<file path="src/rtl/p_hardisc.sv">
// Shared definitions for the physical-memory-attribute checker.
//   pma_cfg_t      : reset-time description of one region (base, mask, attributes)
//   PMA_DEFAULT    : region that matches every address, executable, writable
//   ATTR_*_BIT     : bit positions inside the attribute configuration word
//   SEL_*          : configuration field selects
//   pma_cause_t    : cause code reported for a captured violation
package p_hardisc;

  typedef struct packed {
    logic [31:0] base;
    logic [31:0] mask;
    logic        executable;
    logic        read_only;
    logic        idempotent;
  } pma_cfg_t;

  localparam pma_cfg_t PMA_DEFAULT = '{
    base:       32'h0000_0000,
    mask:       32'h0000_0000,
    executable: 1'b1,
    read_only:  1'b0,
    idempotent: 1'b0
  };

  localparam int ATTR_EXEC_BIT = 0;
  localparam int ATTR_RO_BIT   = 1;
  localparam int ATTR_IDEM_BIT = 2;
  localparam int ATTR_EN_BIT   = 3;
  localparam int ATTR_LOCK_BIT = 31;

  localparam logic [1:0] SEL_BASE = 2'd0;
  localparam logic [1:0] SEL_MASK = 2'd1;
  localparam logic [1:0] SEL_ATTR = 2'd2;
  localparam logic [1:0] SEL_RSVD = 2'd3;

  typedef enum logic [1:0] {
    CAUSE_NO_HIT   = 2'd0,
    CAUSE_NOT_EXEC = 2'd1,
    CAUSE_RO_WRITE = 2'd2
  } pma_cause_t;

  // Assemble the architecturally visible attribute word; unused bits read 0.
  function automatic logic [31:0] pack_attr(input logic lock, input logic en,
                                            input logic idem, input logic ro,
                                            input logic exec);
    logic [31:0] w;
    w                = '0;
    w[ATTR_LOCK_BIT] = lock;
    w[ATTR_EN_BIT]   = en;
    w[ATTR_IDEM_BIT] = idem;
    w[ATTR_RO_BIT]   = ro;
    w[ATTR_EXEC_BIT] = exec;
    return w;
  endfunction

endpackage

</file>
<file path="src/rtl/pma_region.sv">
// One PMA region: base/mask/attribute registers, lock handling and address match.
// Ports:
//   i_clk, i_resetn : clock, synchronous active-low reset
//   i_we            : configuration write strobe already decoded for this region
//   i_sel, i_wdata  : field select and write data
//   i_addr          : lookup address
//   o_base, o_mask  : current base and mask
//   o_attr          : current attribute word (readback format)
//   o_hit           : region enabled and address matches
//   o_exec, o_ro, o_idem : region attributes
module pma_region
  import p_hardisc::*;
#(
  parameter pma_cfg_t RST_CFG = PMA_DEFAULT
) (
  input  logic        i_clk,
  input  logic        i_resetn,
  input  logic        i_we,
  input  logic [1:0]  i_sel,
  input  logic [31:0] i_wdata,
  input  logic [31:0] i_addr,
  output logic [31:0] o_base,
  output logic [31:0] o_mask,
  output logic [31:0] o_attr,
  output logic        o_hit,
  output logic        o_exec,
  output logic        o_ro,
  output logic        o_idem
);

  logic [31:0] r_base;
  logic [31:0] r_mask;
  logic        r_exec;
  logic        r_ro;
  logic        r_idem;
  logic        r_en;
  logic        r_lock;

  // A locked region ignores every field write, the lock bit included; only
  // reset can reopen it.
  always_ff @(posedge i_clk) begin
    if (!i_resetn) begin
      r_base <= RST_CFG.base;
      r_mask <= RST_CFG.mask;
      r_exec <= RST_CFG.executable;
      r_ro   <= RST_CFG.read_only;
      r_idem <= RST_CFG.idempotent;
      r_en   <= 1'b1;
      r_lock <= 1'b0;
    end else if (i_we && !r_lock) begin
      case (i_sel)
        SEL_BASE: r_base <= i_wdata;
        SEL_MASK: r_mask <= i_wdata;
        SEL_ATTR: begin
          r_exec <= i_wdata[ATTR_EXEC_BIT];
          r_ro   <= i_wdata[ATTR_RO_BIT];
          r_idem <= i_wdata[ATTR_IDEM_BIT];
          r_en   <= i_wdata[ATTR_EN_BIT];
          r_lock <= i_wdata[ATTR_LOCK_BIT];
        end
        default: begin
        end
      endcase
    end
  end

  assign o_base = r_base;
  assign o_mask = r_mask;
  assign o_attr = pack_attr(r_lock, r_en, r_idem, r_ro, r_exec);
  assign o_hit  = r_en && ((i_addr & r_mask) == r_base);
  assign o_exec = r_exec;
  assign o_ro   = r_ro;
  assign o_idem = r_idem;

endmodule

</file>
<file path="src/rtl/pma_unit.sv">
// Physical-memory-attribute checker with PMA_REGIONS first-match regions.
// A lookup sampled at one edge produces a registered response at the next.
// Ports:
//   s_clk_i, s_resetn_i            : clock, synchronous active-low reset
//   s_req_i, s_address_i, s_write_i: lookup request
//   s_rsp_valid_o, s_idempotent_o, s_violation_o : registered lookup response
//   s_cfg_we_i, s_cfg_idx_i, s_cfg_sel_i, s_cfg_wdata_i : configuration write
//   s_cfg_rdata_o                  : registered readback of idx/sel
//   s_viol_valid_o, s_viol_addr_o, s_viol_cause_o : first captured violation
//   s_viol_clear_i                 : clears capture and counter
//   s_viol_count_o                 : saturating violation count
module pma_unit
  import p_hardisc::*;
#(
  parameter bit                             FETCH       = 1'b0,
  parameter int                             PMA_REGIONS = 4,
  parameter pma_cfg_t [PMA_REGIONS-1:0]     PMA_CFG     = {PMA_REGIONS{PMA_DEFAULT}},
  parameter int                             IDX_W       = (PMA_REGIONS > 1) ? $clog2(PMA_REGIONS) : 1
) (
  input  logic             s_clk_i,
  input  logic             s_resetn_i,
  input  logic             s_req_i,
  input  logic [31:0]      s_address_i,
  input  logic             s_write_i,
  output logic             s_rsp_valid_o,
  output logic             s_idempotent_o,
  output logic             s_violation_o,
  input  logic             s_cfg_we_i,
  input  logic [IDX_W-1:0] s_cfg_idx_i,
  input  logic [1:0]       s_cfg_sel_i,
  input  logic [31:0]      s_cfg_wdata_i,
  output logic [31:0]      s_cfg_rdata_o,
  output logic             s_viol_valid_o,
  output logic [31:0]      s_viol_addr_o,
  output logic [1:0]       s_viol_cause_o,
  input  logic             s_viol_clear_i,
  output logic [7:0]       s_viol_count_o
);

  logic [31:0] w_base [PMA_REGIONS];
  logic [31:0] w_mask [PMA_REGIONS];
  logic [31:0] w_attr [PMA_REGIONS];
  logic        w_hit  [PMA_REGIONS];
  logic        w_exec [PMA_REGIONS];
  logic        w_ro   [PMA_REGIONS];
  logic        w_idem [PMA_REGIONS];
  logic        w_we   [PMA_REGIONS];

  logic        w_any_hit;
  logic        w_m_exec;
  logic        w_m_ro;
  logic        w_m_idem;
  logic        w_viol;
  pma_cause_t  w_cause;
  logic        w_req_viol;
  logic [31:0] w_rdata;

  logic        r_rsp_valid_p1;
  logic        r_idem_p1;
  logic        r_viol_p1;
  logic [31:0] r_rdata_p1;
  logic        r_viol_valid;
  logic [31:0] r_viol_addr;
  pma_cause_t  r_viol_cause;
  logic [7:0]  r_viol_count;

  function automatic logic [7:0] sat_inc(input logic [7:0] v);
    return (v == 8'hFF) ? v : v + 8'd1;
  endfunction

  for (genvar g = 0; g < PMA_REGIONS; g++) begin : g_region
    // An out-of-range index matches no region, so its write is dropped here.
    assign w_we[g] = s_cfg_we_i && (s_cfg_idx_i == IDX_W'(g));

    pma_region #(
      .RST_CFG (PMA_CFG[g])
    ) u_region (
      .i_clk    (s_clk_i),
      .i_resetn (s_resetn_i),
      .i_we     (w_we[g]),
      .i_sel    (s_cfg_sel_i),
      .i_wdata  (s_cfg_wdata_i),
      .i_addr   (s_address_i),
      .o_base   (w_base[g]),
      .o_mask   (w_mask[g]),
      .o_attr   (w_attr[g]),
      .o_hit    (w_hit[g]),
      .o_exec   (w_exec[g]),
      .o_ro     (w_ro[g]),
      .o_idem   (w_idem[g])
    );
  end

  // Scan from the top index down so the lowest-index hit is the last writer
  // and therefore the one whose attributes survive.
  always_comb begin
    w_any_hit = 1'b0;
    w_m_exec  = 1'b0;
    w_m_ro    = 1'b0;
    w_m_idem  = 1'b0;
    for (int i = PMA_REGIONS - 1; i >= 0; i--) begin
      if (w_hit[i]) begin
        w_any_hit = 1'b1;
        w_m_exec  = w_exec[i];
        w_m_ro    = w_ro[i];
        w_m_idem  = w_idem[i];
      end
    end
  end

  always_comb begin
    w_viol  = 1'b0;
    w_cause = CAUSE_NO_HIT;
    if (!w_any_hit) begin
      w_viol  = 1'b1;
      w_cause = CAUSE_NO_HIT;
    end else if (FETCH && !w_m_exec) begin
      w_viol  = 1'b1;
      w_cause = CAUSE_NOT_EXEC;
    end else if (!FETCH && s_write_i && w_m_ro) begin
      w_viol  = 1'b1;
      w_cause = CAUSE_RO_WRITE;
    end
  end

  assign w_req_viol = s_req_i && w_viol;

  // Readback uses the register contents before any same-cycle write lands.
  always_comb begin
    w_rdata = '0;
    for (int i = 0; i < PMA_REGIONS; i++) begin
      if (s_cfg_idx_i == IDX_W'(i)) begin
        case (s_cfg_sel_i)
          SEL_BASE: w_rdata = w_base[i];
          SEL_MASK: w_rdata = w_mask[i];
          SEL_ATTR: w_rdata = w_attr[i];
          default:  w_rdata = '0;
        endcase
      end
    end
  end

  // ---- stage p0 -> p1: lookup response and readback ----
  always_ff @(posedge s_clk_i) begin
    if (!s_resetn_i) begin
      r_rsp_valid_p1 <= 1'b0;
      r_idem_p1      <= 1'b0;
      r_viol_p1      <= 1'b0;
      r_rdata_p1     <= '0;
    end else begin
      r_rsp_valid_p1 <= s_req_i;
      r_idem_p1      <= s_req_i && w_any_hit && w_m_idem;
      r_viol_p1      <= w_req_viol;
      r_rdata_p1     <= w_rdata;
    end
  end

  // Capture and count alongside the response; clear acts before a
  // same-cycle violation so that violation becomes the new first capture.
  always_ff @(posedge s_clk_i) begin
    if (!s_resetn_i) begin
      r_viol_valid <= 1'b0;
      r_viol_addr  <= '0;
      r_viol_cause <= CAUSE_NO_HIT;
      r_viol_count <= '0;
    end else if (s_viol_clear_i) begin
      r_viol_valid <= w_req_viol;
      r_viol_addr  <= w_req_viol ? s_address_i : 32'h0;
      r_viol_cause <= w_req_viol ? w_cause : CAUSE_NO_HIT;
      r_viol_count <= {7'd0, w_req_viol};
    end else if (w_req_viol) begin
      if (!r_viol_valid) begin
        r_viol_valid <= 1'b1;
        r_viol_addr  <= s_address_i;
        r_viol_cause <= w_cause;
      end
      r_viol_count <= sat_inc(r_viol_count);
    end
  end

  assign s_rsp_valid_o  = r_rsp_valid_p1;
  assign s_idempotent_o = r_idem_p1;
  assign s_violation_o  = r_viol_p1;
  assign s_cfg_rdata_o  = r_rdata_p1;
  assign s_viol_valid_o = r_viol_valid;
  assign s_viol_addr_o  = r_viol_addr;
  assign s_viol_cause_o = r_viol_cause;
  assign s_viol_count_o = r_viol_count;

endmodule

</file>
<file path="config.mk">
export PLATFORM = sky130hd
export DESIGN_NAME = pma_unit
export DESIGN_NICKNAME = d
export VERILOG_FILES = /design/src/rtl/p_hardisc.sv /design/src/rtl/pma_region.sv /design/src/rtl/pma_unit.sv
export SDC_FILE = /design/constraint.sdc
export NUM_CORES = 1
export LEC_CHECK = 0
export ABC_AREA = 1
export CORE_MARGIN = 5
export CORE_UTILIZATION = 45
export CTS_CLUSTER_DIAMETER = 150
export DETAILED_ROUTE_END_ITERATION = 10
export PLACE_DENSITY_LB_ADDON = 0.1
export SLEW_MARGIN = 30
export SYNTH_ARGS = -nofsm -noshare
export SYNTH_HDL_FRONTEND = slang
export SYNTH_SLANG_ARGS = --single-unit
</file>
<file path="constraint.sdc">
create_clock -name s_clk_i -period 2.1 [get_ports s_clk_i]
set_clock_uncertainty 0.15 [all_clocks]
set_input_delay 0.21 -clock s_clk_i [delete_from_list [all_inputs] [get_ports s_clk_i]]
set_output_delay 0.21 -clock s_clk_i [all_outputs]
set_load 0.01 [all_outputs]
</file>
==> flow_metrics.env <==
export IMPL_synth_edf_count=0
export IMPL_hold_viol=0
export IMPL_power_switching_uw=5280
export IMPL_ys_async_sr_fraction=0
export IMPL_htreeDepth=2
export IMPL_dieHeight_um=205
export IMPL_critPathRequiredTime_ps=2410
export IMPL_seq_area_frac_synth=0.412
export IMPL_synth_top_area_share=0.412
export IMPL_syn_to_final_growth_pct=41.6
export IMPL_crit_fanout=8
export IMPL_grt_max_degree=103
export IMPL_synth_top_family_by_area="compound AO/OA/AOI/OAI gates"
export IMPL_comb_power_share=0.204
export IMPL_nets=3032
export IMPL_crit_chain="clkdlybuf4s50_1 > buf_4 > nand2_1 > nand2_1 > nand2_2 > buf_4 > inv_1 > nand4_1 > nor2_1 > nand4_1 > nand2_2 > nand3_2 > nand2_2 > nand2_4 > nand2_8 > nand2_8 > nand2_8 > nand2_8 > nor2_1 > nor2_1"
export IMPL_overflow=0
export IMPL_ys_top_cells_by_area="dfxtp_1 (41%), nand2_1 (9.8%), o21ai_0 (9.2%)"
export IMPL_fmax_mhz=367
export IMPL_synth_area_mm2=0.0172
export IMPL_yosysUniqueCellTypes=40
export IMPL_violations="negative setup slack"
export IMPL_final_antenna_net_count=0
export IMPL_final_common_cell="nand2_1"
export IMPL_regToRegSetupSlack_ps=-580
export IMPL_pwr_share_seq=0.389
export IMPL_stdcell_count=3503
export IMPL_place_hpwl_um=51600
export IMPL_power_internal_uw=13000
export IMPL_start_util=0.456
export IMPL_power_uw=18200
export IMPL_placed_cells_incl_taps=3413
export IMPL_routed_wirelength_um=73500
export IMPL_synth_cells=2518
export IMPL_layout_common_cells="nand2_1 (394), buf_4 (354), dfxtp_1 (329)"
export IMPL_critical_path_class="primary input to flip-flop"
export IMPL_yosys_warnings=0
export IMPL_power_leakage_uw=0.00999
export IMPL_rsz0062_at_grt="true"
export IMPL_root_buffer="clkbuf_16"
export IMPL_run_status="complete, but fails checks"
export IMPL_p_per_area_mw_per_mm2=750
export IMPL_wl_per_cell_um=21.0
export IMPL_cpPeakStageDelay_ps=570
export IMPL_ir_drop_uv=584
export IMPL_dieArea_mm2=0.0422
export IMPL_cts_buffer_depth=3
export IMPL_port_buffers=150
export IMPL_yosys_area_share_simple=0.216
export IMPL_yosys_area_share_adder=0.000729
export IMPL_hp_class="primary input to flip-flop"
export IMPL_synth_compound_area_frac=0.247
export IMPL_synthMuxAreaShare=0
export IMPL_gp_congestion=0.963
export IMPL_vias_per_cell=5.56
export IMPL_worst_slack_ps=-621
export IMPL_antenna_found_initial=2
export IMPL_drive_above_1_share=0.231
export IMPL_ys_ff_latch=353
export IMPL_synth_top_area_cell="dfxtp_1"
export IMPL_synth_xor_area_share=0.0199
export IMPL_drv_cap=0
export IMPL_rows=71
export IMPL_cts_clk_slew_worst_paths_ps=60
export IMPL_num_fill_cells=3488
export IMPL_setup_viol=44
export IMPL_clk_latency_ps=580
export IMPL_cts_buffers=42
export IMPL_critPathMostFrequentCell="nand2_8"
export IMPL_fin_crit_sh=1.30
export IMPL_syn_area_per_cell_um2=6.82
export IMPL_crit_slowest_cell="clkdlybuf4s50_1"
export IMPL_ios=152
export IMPL_critPathCaptureType="flip-flop"
export IMPL_clock_power_share=0.407
export IMPL_die_w_um=205
export IMPL_grt_pass1_wl_um=109000
export IMPL_fin_util=0.646
export IMPL_grt_pass1_vias=18400
export IMPL_vias=19500
export IMPL_clock_sinks=353
export IMPL_regArea_mm2=0.00710
export IMPL_grtUsageTotal=0.337
export IMPL_drt_iter0_markers=2119
export IMPL_synth_main_ff_cell="dfxtp_1"
export IMPL_synth_nets=2593
export IMPL_period_needed_ps=2720
export IMPL_cts_tree="done"
export IMPL_coreArea_mm2=0.0377
export IMPL_tightest_slew_ps=865
export IMPL_critPathArrivalTime_ps=3030
export IMPL_start_kind="primary input"
export IMPL_slew_headroom=0.422
export IMPL_p_sw_frac=0.290
export IMPL_multi_input_area_mm2=0.00911
export IMPL_final_max_slew_viol_count=0
export IMPL_drc=0
export IMPL_dr_pass1_iters=5
## timing repair
| item | 4_1_cts | 5_1_grt |
|---|---|---|
| resized for setup | 63 | 184 |
| pin swaps | 17 | 58 |
| cloned | 3 | 2 |
| buffers inserted | 3 | 6 |
| setup endpoints to repair | 44 | 44 |
| hold endpoints to repair | 20 | 0 |
| hold buffers | 1 | 0 |
## power by group through the flow
stage / logic (uW) / clock network, uW / registers, uW
after detailed placement: 3110 / 0 / 7230
after global routing: 3940 / 7760 / 7130
after CTS: 3360 / 7460 / 7090
final: 3710 / 7420 / 7100
after floorplan: 1430 / 0 / 7270
after global placement: 3090 / 0 / 7230
## critical path: cells and delay by family
kind	cells	cell delay, ps
buf+inv	4	940
simple gates	16	1860
## metrics by stage
step | area [um^2] | setup TNS (ps) | hold slack [ps] | setup WS (ps)
6_report | 24300 | -24440 | 101 | -621
5_1_grt | 24300 | -27480 | 118 | -678
4_1_cts | 23700 | -21160 | 209 | -520
3_5_place_dp | 22000 | -117300 | 309 | -1490
3_3_place_gp | 22000 | -116970 | 297 | -1460
2_1_floorplan | 17200 | 0 | 189 | 70.8
## per-layer routing
metal,track usage,part of all wire,routed length [um]
met4,0.173,0.054,3940
met5,0,0,0
met2,0.539,0.46,33700
met1,0.441,0.41,30000
met3,0.0522,0.079,5780
## area by class of cell
cell class / count / area share
multi-input combinational: 1705 / 0.375
clock inverter: 12 / 0.00365
inverter: 314 / 0.0487
tap: 511 / 0.0263
sequential: 353 / 0.292
antenna: 3 / 0.000309
timing repair buffer: 541 / 0.201
clock buffer: 64 / 0.0538
## kinds of logic after synthesis
logic type,count (synthesis)
fa+ha+maj,1
flops,353
simple gates,882
buf+inv,464
xor+xnor,39
other cells,1
compound gates,778
## final timing paths
| kind | startpoint | endpoint | depth (start not counted) |
|---|---|---|---|
| hold / removal | s_address_i[15] | s_viol_addr_o[15]$_SDFFE_PN0P_ | 6 |
| setup reg to reg | g_region[2].u_region.o_base[8]$_SDFFE_PN0P_ | s_viol_addr_o[16]$_SDFFE_PN0P_ | 18 |
| setup / recovery | s_address_i[8] | s_viol_addr_o[16]$_SDFFE_PN0P_ | 20 |
| hold reg to reg | g_region[1].u_region.o_mask[27]$_SDFFE_PN0P_ | g_region[1].u_region.o_mask[27]$_SDFFE_PN0P_ | 2 |
## registers in the layout (all words and copies together), names as in the netlist, 8 cells and up
register,count
s_viol_count_o,8
g_region.u_region.o_mask,128
s_cfg_rdata_o,32
s_viol_addr_o,32
g_region.u_region.o_base,128
## synth_stat cells, types with 2 or more instances
cell,count
nor2_2,2
xor2_1,39
buf_1,6
nor3_1,16
a31oi_1,5
inv_2,15
nand2_4,3
a221oi_1,17
a22o_1,17
nand2_8,2
o21ai_1,16
buf_2,8
o221ai_1,7
inv_1,297
nand3b_1,33
buf_6,6
buf_4,2
o22ai_1,104
o211ai_1,8
a21oi_1,277
nand3_1,102
nand2_1,447
clkbuf_1,128
nor2_1,264
clkinv_1,2
nand4_1,8
a41oi_1,6
o21ai_0,317
dfxtp_1,353
(Power assumes the default switching activity.)
